==> config.mk <==
export PLATFORM = sky130hd
export DESIGN_NAME = pipeline_hazard_controller_flat
export DESIGN_NICKNAME = d
export VERILOG_FILES = /design/src/rtl/pipeline_hazard_controller_if.sv /design/src/rtl/pipeline_hazard_controller.sv /design/src/flat_wrapper.sv
export SDC_FILE = /design/constraint.sdc
export NUM_CORES = 1
export LEC_CHECK = 0
export CAP_MARGIN = 10
export CORE_MARGIN = 2
export CORE_UTILIZATION = 30
export CTS_BUF_LIST = sky130_fd_sc_hd__clkbuf_8
export CTS_CLUSTER_DIAMETER = 80
export DETAILED_ROUTE_END_ITERATION = 7
export PLACE_DENSITY_LB_ADDON = 0.3
export SYNTH_ARGS = -nofsm -noshare
export SYNTH_HDL_FRONTEND = slang
export SYNTH_SLANG_ARGS = --single-unit
export TNS_END_PERCENT = 30
==> constraint.sdc <==
create_clock -name clk -period 1.8 [get_ports clk]
set_clock_uncertainty 0.2 [all_clocks]
set_input_delay 0.18 -clock clk [delete_from_list [all_inputs] [get_ports clk]]
set_output_delay 0.18 -clock clk [all_outputs]
set_load 0.02 [all_outputs]
==> src/rtl/pipeline_hazard_controller_if.sv <==
// Hazard controller bundle: ID operand usage, EX load/branch status and
// data-memory busy towards the controller; PC/pipeline-register enables,
// flushes and state back to the pipeline.
// Optional macro HAZARD_PERF_COUNTERS_EN adds the performance counter outputs.
interface pipeline_hazard_controller_if #(
   parameter int REG_ADDR_WIDTH = 5,
   parameter int COUNT_WIDTH    = 16
);
   logic [REG_ADDR_WIDTH-1:0] id_rd_addr1;
   logic                      id_rd_en1;
   logic [REG_ADDR_WIDTH-1:0] id_rd_addr2;
   logic                      id_rd_en2;
   logic                      ex_mem_rd_en;
   logic [REG_ADDR_WIDTH-1:0] ex_wr_addr;
   logic                      ex_branch_taken;
   logic                      dmem_busy;
   logic                      pc_wr_en;
   logic                      if_id_wr_en;
   logic                      if_id_flush;
   logic                      id_ex_wr_en;
   logic                      id_ex_flush;
   logic                      ex_mem_wr_en;
   logic [1:0]                ctrl_state;
`ifdef HAZARD_PERF_COUNTERS_EN
   logic [COUNT_WIDTH-1:0]    stall_cycles_out;
   logic [COUNT_WIDTH-1:0]    flush_cycles_out;
   logic [COUNT_WIDTH-1:0]    mem_wait_cycles_out;
`endif

   // Pipeline side: drives status, receives controls
   modport master (
      output id_rd_addr1, id_rd_en1, id_rd_addr2, id_rd_en2,
      output ex_mem_rd_en, ex_wr_addr, ex_branch_taken, dmem_busy,
      input  pc_wr_en, if_id_wr_en, if_id_flush, id_ex_wr_en,
      input  id_ex_flush, ex_mem_wr_en, ctrl_state
`ifdef HAZARD_PERF_COUNTERS_EN
      , input stall_cycles_out, flush_cycles_out, mem_wait_cycles_out
`endif
   );

   // Controller side
   modport slave (
      input  id_rd_addr1, id_rd_en1, id_rd_addr2, id_rd_en2,
      input  ex_mem_rd_en, ex_wr_addr, ex_branch_taken, dmem_busy,
      output pc_wr_en, if_id_wr_en, if_id_flush, id_ex_wr_en,
      output id_ex_flush, ex_mem_wr_en, ctrl_state
`ifdef HAZARD_PERF_COUNTERS_EN
      , output stall_cycles_out, flush_cycles_out, mem_wait_cycles_out
`endif
   );
endinterface

==> src/rtl/pipeline_hazard_controller.sv <==
// Stall/flush sequencer for the uDLX 5-stage pipeline.
// Handles load-use bubbles, taken-branch flushes and data-memory wait; a
// saved-context register lets a memory wait resume the interrupted sequence.
// Optional macro HAZARD_PERF_COUNTERS_EN adds saturating cycle counters.
module pipeline_hazard_controller #(
   parameter int REG_ADDR_WIDTH  = 5,
   parameter int LU_STALL_CYCLES = 1,
   parameter int FLUSH_CYCLES    = 1,
   parameter int COUNT_WIDTH     = 16
) (
   input logic                    clk,
   input logic                    rst_n,
   pipeline_hazard_controller_if.slave bus
);

   if (LU_STALL_CYCLES < 1 || LU_STALL_CYCLES > 7) begin : g_bad_lu
      $error("LU_STALL_CYCLES must be in 1..7");
   end
   if (FLUSH_CYCLES < 1 || FLUSH_CYCLES > 7) begin : g_bad_fl
      $error("FLUSH_CYCLES must be in 1..7");
   end
   if (COUNT_WIDTH < 1) begin : g_bad_cw
      $error("COUNT_WIDTH must be at least 1");
   end

   typedef enum logic [1:0] {
      ST_RUN      = 2'b00,
      ST_LU_STALL = 2'b01,
      ST_FLUSH    = 2'b10,
      ST_MEM_WAIT = 2'b11
   } state_t;

   localparam logic [REG_ADDR_WIDTH-1:0] ZERO_REG  = '0;
   localparam logic [2:0]                LU_RELOAD = 3'(LU_STALL_CYCLES - 1);
   localparam logic [2:0]                FL_RELOAD = 3'(FLUSH_CYCLES - 1);

   state_t     state, state_nxt;
   state_t     saved_state, saved_nxt;
   logic [2:0] cnt, cnt_nxt;

   logic load_use;
   logic pc_we, if_id_we, if_id_fl, id_ex_we, id_ex_fl, ex_mem_we;

   assign load_use = bus.ex_mem_rd_en && (bus.ex_wr_addr != ZERO_REG) &&
                     ((bus.id_rd_en1 && (bus.id_rd_addr1 == bus.ex_wr_addr)) ||
                      (bus.id_rd_en2 && (bus.id_rd_addr2 == bus.ex_wr_addr)));

   // State, saved context and sequence counter registers
   always_ff @(posedge clk or negedge rst_n) begin
      if (!rst_n) begin
         state       <= ST_RUN;
         saved_state <= ST_RUN;
         cnt         <= '0;
      end else begin
         state       <= state_nxt;
         saved_state <= saved_nxt;
         cnt         <= cnt_nxt;
      end
   end

   // Next-state and control outputs; priority dmem_busy > branch > load-use
   always_comb begin
      state_nxt = state;
      saved_nxt = saved_state;
      cnt_nxt   = cnt;
      pc_we     = 1'b1;
      if_id_we  = 1'b1;
      if_id_fl  = 1'b0;
      id_ex_we  = 1'b1;
      id_ex_fl  = 1'b0;
      ex_mem_we = 1'b1;
      if (state == ST_MEM_WAIT) begin
         // Release cycle keeps RUN-default outputs; the context resumes next
         if (bus.dmem_busy) begin
            pc_we     = 1'b0;
            if_id_we  = 1'b0;
            id_ex_we  = 1'b0;
            ex_mem_we = 1'b0;
         end else begin
            state_nxt = saved_state;
         end
      end else if (bus.dmem_busy) begin
         pc_we     = 1'b0;
         if_id_we  = 1'b0;
         id_ex_we  = 1'b0;
         ex_mem_we = 1'b0;
         saved_nxt = state;
         state_nxt = ST_MEM_WAIT;
      end else if (bus.ex_branch_taken) begin
         if_id_fl = 1'b1;
         id_ex_fl = 1'b1;
         if (FLUSH_CYCLES > 1) begin
            cnt_nxt   = FL_RELOAD;
            state_nxt = ST_FLUSH;
         end else begin
            state_nxt = ST_RUN;
         end
      end else if (state == ST_FLUSH) begin
         if_id_fl = 1'b1;
         cnt_nxt  = cnt - 3'd1;
         if (cnt == 3'd1) state_nxt = ST_RUN;
      end else if ((state == ST_LU_STALL) || load_use) begin
         pc_we    = 1'b0;
         if_id_we = 1'b0;
         id_ex_fl = 1'b1;
         if (state == ST_LU_STALL) begin
            cnt_nxt = cnt - 3'd1;
            if (cnt == 3'd1) state_nxt = ST_RUN;
         end else if (LU_STALL_CYCLES > 1) begin
            cnt_nxt   = LU_RELOAD;
            state_nxt = ST_LU_STALL;
         end
      end
   end

   assign bus.pc_wr_en     = rst_n & pc_we;
   assign bus.if_id_wr_en  = rst_n & if_id_we;
   assign bus.if_id_flush  = rst_n & if_id_fl;
   assign bus.id_ex_wr_en  = rst_n & id_ex_we;
   assign bus.id_ex_flush  = rst_n & id_ex_fl;
   assign bus.ex_mem_wr_en = rst_n & ex_mem_we;
   assign bus.ctrl_state   = state;

`ifdef HAZARD_PERF_COUNTERS_EN
   logic [COUNT_WIDTH-1:0] stall_cnt, flush_cnt, wait_cnt;
   logic                   stall_cyc;

   // A stall cycle is recognised by its output pattern, so single-cycle RUN
   // stalls count the same as LU_STALL cycles
   assign stall_cyc = rst_n & ~pc_we & ~if_id_we & id_ex_fl;

   // Saturating performance counters
   always_ff @(posedge clk or negedge rst_n) begin
      if (!rst_n) begin
         stall_cnt <= '0;
         flush_cnt <= '0;
         wait_cnt  <= '0;
      end else begin
         if (stall_cyc && (stall_cnt != '1)) stall_cnt <= stall_cnt + 1'b1;
         if (if_id_fl && (flush_cnt != '1)) flush_cnt <= flush_cnt + 1'b1;
         if ((state == ST_MEM_WAIT) && (wait_cnt != '1)) wait_cnt <= wait_cnt + 1'b1;
      end
   end

   assign bus.stall_cycles_out    = stall_cnt;
   assign bus.flush_cycles_out    = flush_cnt;
   assign bus.mem_wait_cycles_out = wait_cnt;
`endif

endmodule

==> src/flat_wrapper.sv <==
// flat-port wrapper written by rule: the top's interface ports become plain ports
module pipeline_hazard_controller_flat 
#(
   parameter int REG_ADDR_WIDTH  = 5,
   parameter int LU_STALL_CYCLES = 1,
   parameter int FLUSH_CYCLES    = 1,
   parameter int COUNT_WIDTH     = 16
)
  (clk, rst_n, bus_id_rd_addr1, bus_id_rd_en1, bus_id_rd_addr2, bus_id_rd_en2, bus_ex_mem_rd_en, bus_ex_wr_addr, bus_ex_branch_taken, bus_dmem_busy, bus_pc_wr_en, bus_if_id_wr_en, bus_if_id_flush, bus_id_ex_wr_en, bus_id_ex_flush, bus_ex_mem_wr_en, bus_ctrl_state);
  pipeline_hazard_controller_if #(.REG_ADDR_WIDTH(REG_ADDR_WIDTH), .COUNT_WIDTH(COUNT_WIDTH)) bus_i ();
  input logic clk;
  input logic rst_n;
  input wire logic [$bits(bus_i.id_rd_addr1)-1:0] bus_id_rd_addr1;
  input wire logic [$bits(bus_i.id_rd_en1)-1:0] bus_id_rd_en1;
  input wire logic [$bits(bus_i.id_rd_addr2)-1:0] bus_id_rd_addr2;
  input wire logic [$bits(bus_i.id_rd_en2)-1:0] bus_id_rd_en2;
  input wire logic [$bits(bus_i.ex_mem_rd_en)-1:0] bus_ex_mem_rd_en;
  input wire logic [$bits(bus_i.ex_wr_addr)-1:0] bus_ex_wr_addr;
  input wire logic [$bits(bus_i.ex_branch_taken)-1:0] bus_ex_branch_taken;
  input wire logic [$bits(bus_i.dmem_busy)-1:0] bus_dmem_busy;
  output wire logic [$bits(bus_i.pc_wr_en)-1:0] bus_pc_wr_en;
  output wire logic [$bits(bus_i.if_id_wr_en)-1:0] bus_if_id_wr_en;
  output wire logic [$bits(bus_i.if_id_flush)-1:0] bus_if_id_flush;
  output wire logic [$bits(bus_i.id_ex_wr_en)-1:0] bus_id_ex_wr_en;
  output wire logic [$bits(bus_i.id_ex_flush)-1:0] bus_id_ex_flush;
  output wire logic [$bits(bus_i.ex_mem_wr_en)-1:0] bus_ex_mem_wr_en;
  output wire logic [$bits(bus_i.ctrl_state)-1:0] bus_ctrl_state;
  assign bus_i.id_rd_addr1 = bus_id_rd_addr1;
  assign bus_i.id_rd_en1 = bus_id_rd_en1;
  assign bus_i.id_rd_addr2 = bus_id_rd_addr2;
  assign bus_i.id_rd_en2 = bus_id_rd_en2;
  assign bus_i.ex_mem_rd_en = bus_ex_mem_rd_en;
  assign bus_i.ex_wr_addr = bus_ex_wr_addr;
  assign bus_i.ex_branch_taken = bus_ex_branch_taken;
  assign bus_i.dmem_busy = bus_dmem_busy;
  assign bus_pc_wr_en = bus_i.pc_wr_en;
  assign bus_if_id_wr_en = bus_i.if_id_wr_en;
  assign bus_if_id_flush = bus_i.if_id_flush;
  assign bus_id_ex_wr_en = bus_i.id_ex_wr_en;
  assign bus_id_ex_flush = bus_i.id_ex_flush;
  assign bus_ex_mem_wr_en = bus_i.ex_mem_wr_en;
  assign bus_ctrl_state = bus_i.ctrl_state;
  pipeline_hazard_controller #(.REG_ADDR_WIDTH(REG_ADDR_WIDTH), .LU_STALL_CYCLES(LU_STALL_CYCLES), .FLUSH_CYCLES(FLUSH_CYCLES), .COUNT_WIDTH(COUNT_WIDTH)) u_core (.clk(clk), .rst_n(rst_n), .bus(bus_i));
endmodule
After elaboration in Yosys (flattened, before gate mapping). Cells that the tools add are included.

Reduce and logical (&&, ||, !) cells: 13. Eq/ne operators: 6. Mux-type cells: 26. Bitwise logic cells: 7. $add $sub $neg: 1.

Operator list (count): $mux W2 (8); $mux W1 (15); $reduce_bool A5 Y1 (3); $eq A5 B5 Y1 (2); $mux W3 (3); $reduce_and A5 Y1 (1); $and A1 B1 Y1 (4); $eq A2 B2 Y1 const B (2); $logic_and A1 B1 Y1 (4); $reduce_bool A2 Y1 (2); $eq A3 B1 Y1 const B (1); $not A1 Y1 (3); $sub A3 B1 Y3 const B (1); $eq A2 B1 Y1 const B (1); $logic_or A1 B1 Y1 (2); $reduce_and A2 Y1 (1).

Input bits: 22. Output and inout port bits: 8. Logic and storage cells: 56. Register bits after elaboration: 7.

Depth between registers and ports, before layout.
Depth after elaboration: 11. Depth in mapped cells: 7. Depth with buffers taken out: 6.

Least setup slack after synthesis. No wires, ideal clock.

Path type: input to output. Start point: input bus_ex_wr_addr[1]. End point: output bus_pc_wr_en. Buffers on the path: 1. Cell stages on the path: 6. Setup slack: -0.237 ns. Data arrival time: 1.657 ns. Cell sequence: or4_1 o21a_1 a21oi_1 nor2_1 a21oi_1 buf_4.

Longest elaborated chain between the ends: 11. Elaborated cells between the ends (all ways): 15. Classes of those cells: 2 x eq/ne; 5 x mux; 1 x bitwise; 7 x reduce/logical.

Ends and longest elaborated chain: start, declared (line flat_wrapper.sv:18) `input wire logic [$bits(bus_i.ex_wr_addr)-1:0] bus_ex_wr_addr;`; $eq A5 B5 Y1, on equally long branches (line pipeline_hazard_controller.sv:45, pipeline_hazard_controller.sv:46); $logic_and A1 B1 Y1, on equally long branches (line pipeline_hazard_controller.sv:45, pipeline_hazard_controller.sv:46); $logic_or A1 B1 Y1 (line pipeline_hazard_controller.sv:45) `((bus.id_rd_en1 && (bus.id_rd_addr1 == bus.ex_wr_addr)) ||`; $logic_and A1 B1 Y1 (*) (line pipeline_hazard_controller.sv:44) `assign load_use = bus.ex_mem_rd_en && (bus.ex_wr_addr != ZERO_REG) &&`; $logic_or A1 B1 Y1 (*) (line pipeline_hazard_controller.sv:102) `end else if ((state == ST_LU_STALL) || load_use) begin`; $mux W1 (*) (5 in series); $and A1 B1 Y1 (*); end, declared (line flat_wrapper.sv:21) `output wire logic [$bits(bus_i.pc_wr_en)-1:0] bus_pc_wr_en;`.

Every way passes the cells marked *; elsewhere a longest branch is shown, timed or not.

Worst setup path in the final report.
Start point: input bus_ex_wr_addr[1]. End point: output bus_id_ex_flush.

Longest elaborated chain between the ends: 11. Elaborated cells between the ends (all ways): 15. Classes of those cells: 2 x eq/ne; 5 x mux; 1 x bitwise; 7 x reduce/logical.

Ends and longest elaborated chain: $eq A5 B5 Y1, on equally long branches (line pipeline_hazard_controller.sv:45, pipeline_hazard_controller.sv:46); $logic_and A1 B1 Y1, on equally long branches (line pipeline_hazard_controller.sv:45, pipeline_hazard_controller.sv:46); $logic_or A1 B1 Y1 (line pipeline_hazard_controller.sv:45); $logic_and A1 B1 Y1 (*) (line pipeline_hazard_controller.sv:44); $logic_or A1 B1 Y1 (*) (line pipeline_hazard_controller.sv:102); $mux W1 (*) (line pipeline_hazard_controller.sv:102); $mux W1 (*) (line pipeline_hazard_controller.sv:98) `end else if (state == ST_FLUSH) begin`; $mux W1 (*) (line pipeline_hazard_controller.sv:89) `end else if (bus.ex_branch_taken) begin`; $mux W1 (*) (line pipeline_hazard_controller.sv:82) `end else if (bus.dmem_busy) begin`; $mux W1 (*) (line pipeline_hazard_controller.sv:72) `if (state == ST_MEM_WAIT) begin`; $and A1 B1 Y1 (*) (line pipeline_hazard_controller.sv:120) `assign bus.id_ex_flush = rst_n & id_ex_fl;`; end, declared (line flat_wrapper.sv:25) `output wire logic [$bits(bus_i.id_ex_flush)-1:0] bus_id_ex_flush;`.

Marks and branches as above.

==> results.sh <==
export IMPL_coreArea_um2=1900
export IMPL_h_tree_depth=1
export IMPL_ys_warn_count=0
export IMPL_hold_viol=0
export IMPL_io_pins=30
export IMPL_clockBufferDepth=2
export IMPL_place_congestion=0.725
export IMPL_cts_tree="built"
export IMPL_grt_pass1_wl_mm=2.90
export IMPL_hold_buffers=0
export IMPL_path_class="in -> out"
export IMPL_num_rows=16
export IMPL_post_place_cells=133
export IMPL_power_total_uw=1260
export IMPL_area_growth_pct=86.2
export IMPL_stdcell_count=140
export IMPL_dr_pass1_iters=4
export IMPL_clock_latency_ns=0.22
export IMPL_drive_above_1_share=0.354
export IMPL_synth_avg_cell_area_um2=9.07
export IMPL_vias=636
export IMPL_yosysSeqAreaShare=0.297
export IMPL_num_antenna_cells=0
export IMPL_antenna_found_initial=0
export IMPL_synth_distinct_cells=27
export IMPL_run_status="finished, violations left"
export IMPL_syn_nets=92
export IMPL_finalNetCount=141
export IMPL_ant_nets=0
export IMPL_die_w_um=48.3
export IMPL_port_buffers=29
export IMPL_fmax_mhz=526
export IMPL_power_density_nw_per_um2=1150
export IMPL_async_flop_share=1.00
export IMPL_synth_seq_cells=7
export IMPL_grt_remaining_overflow=0
export IMPL_die_area_um2=2330
export IMPL_synth_main_ff_cell="dfrtp_1"
export IMPL_grt_pass1_vias=687
export IMPL_cts_buffers_inserted=3
export IMPL_grt_setup_unrepaired="yes"
export IMPL_drt_vias_per_instance=4.54
export IMPL_drv_slew=0
export IMPL_period_minus_slack_ns=1.90
export IMPL_die_h_um=48.3
export IMPL_end_kind="output port"
export IMPL_drc=0
export IMPL_setup_viol=6
export IMPL_irDropWorstVdd_mv=0.883
export IMPL_grt_max_degree=8
export IMPL_p_leak_uw=0.000536
export IMPL_cp_required_ns=1.42
export IMPL_slew_headroom=0.829
export IMPL_cts_root_buffer="clkbuf_8"
export IMPL_fin_crit_sh=1.06
export IMPL_path_clk_slew_ns=0.04
export IMPL_drtIter0Drc=15
export IMPL_worst_pin_slew_ns=0.256
export IMPL_crit_fanout=2
export IMPL_setup_slack_ns=-0.101
export IMPL_start_util=0.310
export IMPL_hpwl_mm=1.28
export IMPL_syn_area_um2=589
export IMPL_grt_usage=0.155
export IMPL_maxCapViolCount=0
export IMPL_violations="setup timing"
export IMPL_wire_per_inst_um=11.4
export IMPL_clock_sinks=7
export IMPL_arrival_ns=1.52
export IMPL_totalWireLength_mm=1.59
export IMPL_synthCells=65
export IMPL_fillers=179
export IMPL_cp_start_kind="primary input"
export IMPL_synth_edf_count=0
export IMPL_hp_class="in -> async"
[per-layer routing]
metal / part of all wire / track usage / wire length, um / up-vias
met1: 0.44 / 0.189 / 698 / 292
met2: 0.49 / 0.264 / 783 / 23
li1: - / - / - / 319
met5: 0 / 0 / 0 / -
met3: 0.064 / 0.0401 / 102 / 2
met4: 0.0038 / 0.0571 / 6 / 0
[through the flow]
stage          area (um^2)  worst slack, ns  hold slack [ns]  setup TNS (ns)   util
2_1_floorplan          593          -0.0987           -0.316          -0.139      -
3_3_place_gp          1010           -0.893            0.262           -5.27  0.532
3_5_place_dp          1010           -0.940            0.281           -5.56  0.532
4_1_cts               1060           -0.178           0.0627          -0.453  0.557
5_1_grt               1100           -0.127           0.0885          -0.533  0.577
6_report              1100           -0.101           0.0673          -0.280  0.577
[cells in the mapped netlist, drive strengths merged (2+ instances only)]
| master | count | area (um^2) |
|---|---|---|
| ha | 5 | 62.6 |
| inv | 6 | 22.5 |
| a31o | 2 | 17.5 |
| nor2 | 3 | 11.3 |
| dfrtp | 7 | 175 |
| buf | 2 | 15.0 |
| nand4 | 2 | 12.5 |
| xnor2 | 12 | 105 |
| a21oi | 4 | 23.8 |
| nand2 | 4 | 15.0 |
| mux2 | 2 | 22.5 |
| o21ai | 2 | 10.0 |
[worst max-delay path: stages]
cell     delay [ns]
buf_6          0.09
or4_4          0.52
o21a_1         0.21
a21oi_2        0.13
nor2_2         0.06
o211a_1        0.21
buf_6          0.13
[final timing paths]
kind	start	to	slack, ns	cells past startpoint
setup / recovery	bus_ex_wr_addr[1]	bus_id_ex_flush	-0.10	7
hold / removal	rst_n	u_core.bus.ctrl_state[0]$_DFFE_PN0P_	0.07	2
setup reg to reg	u_core.bus.ctrl_state[0]$_DFFE_PN0P_	u_core.bus.ctrl_state[1]$_DFFE_PN0P_	0.09	5
hold reg to reg	u_core.cnt[2]$_DFFE_PN0P_	u_core.cnt[2]$_DFFE_PN0P_	0.29	1
max in group asynchronous	rst_n	u_core.cnt[0]$_DFFE_PN0P_	1.21	2
min in group clk	u_core.cnt[2]$_DFFE_PN0P_	u_core.cnt[2]$_DFFE_PN0P_	0.29	1
[flip-flops by register name, summed over array words and instances, names as in the netlist]
name                   flops
u_core.bus.ctrl_state      2
u_core.cnt                 3
u_core.saved_state         2
[layout make-up]
| cell class | instances | area [um^2] | share of cell area |
|---|---|---|---|
| clock buffers | 3 | 41.3 | 0.0376 |
| clock inverters | 1 | 3.75 | 0.00342 |
| inverters | 6 | 22.5 | 0.0205 |
| multi-input cells | 49 | 418 | 0.381 |
| flip-flops and latches | 7 | 175 | 0.160 |
| well taps | 27 | 33.8 | 0.0308 |
| repair buffers | 47 | 403 | 0.367 |
[cells in the final DEF (no fill, tap or decap), types with 2 or more instances in the layout]
cell type	count
clkbuf_8	3
buf_6	4
a21oi_2	3
nand4_1	2
inv_1	7
xnor2_1	11
o21ai_0	2
clkdlybuf4s50_1	8
nand2_1	4
a31o_1	2
nor2_1	2
dfrtp_1	7
buf_2	2
buf_4	20
dlygate4sd2_1	12
ha_1	4
mux2_2	2
[kinds of logic (layout without fill, tap and decap cells)]
logic type	Yosys count	count (layout)	synth area share
simple gates	16	16	0.140
compound gates	13	13	0.153
flops	7	7	0.297
xor+xnor	12	12	0.178
buf+inv	9	57	0.0700
fa+ha+maj	5	5	0.106
mux	3	3	0.0552
[timing repair]
item | in CTS | in global routing
buffers inserted | 3 | 0
resized for setup | 52 | 10
pin swaps | 16 | 11
setup endpoints to repair | 11 | 9
[where the power goes]
| part | switching (uW) | internal, uW |
|---|---|---|
| logic | 351 | 405 |
| registers | 57.7 | 237 |
| clock network | 63.7 | 147 |
No activity file was read; power rests on OpenSTA's default activity.
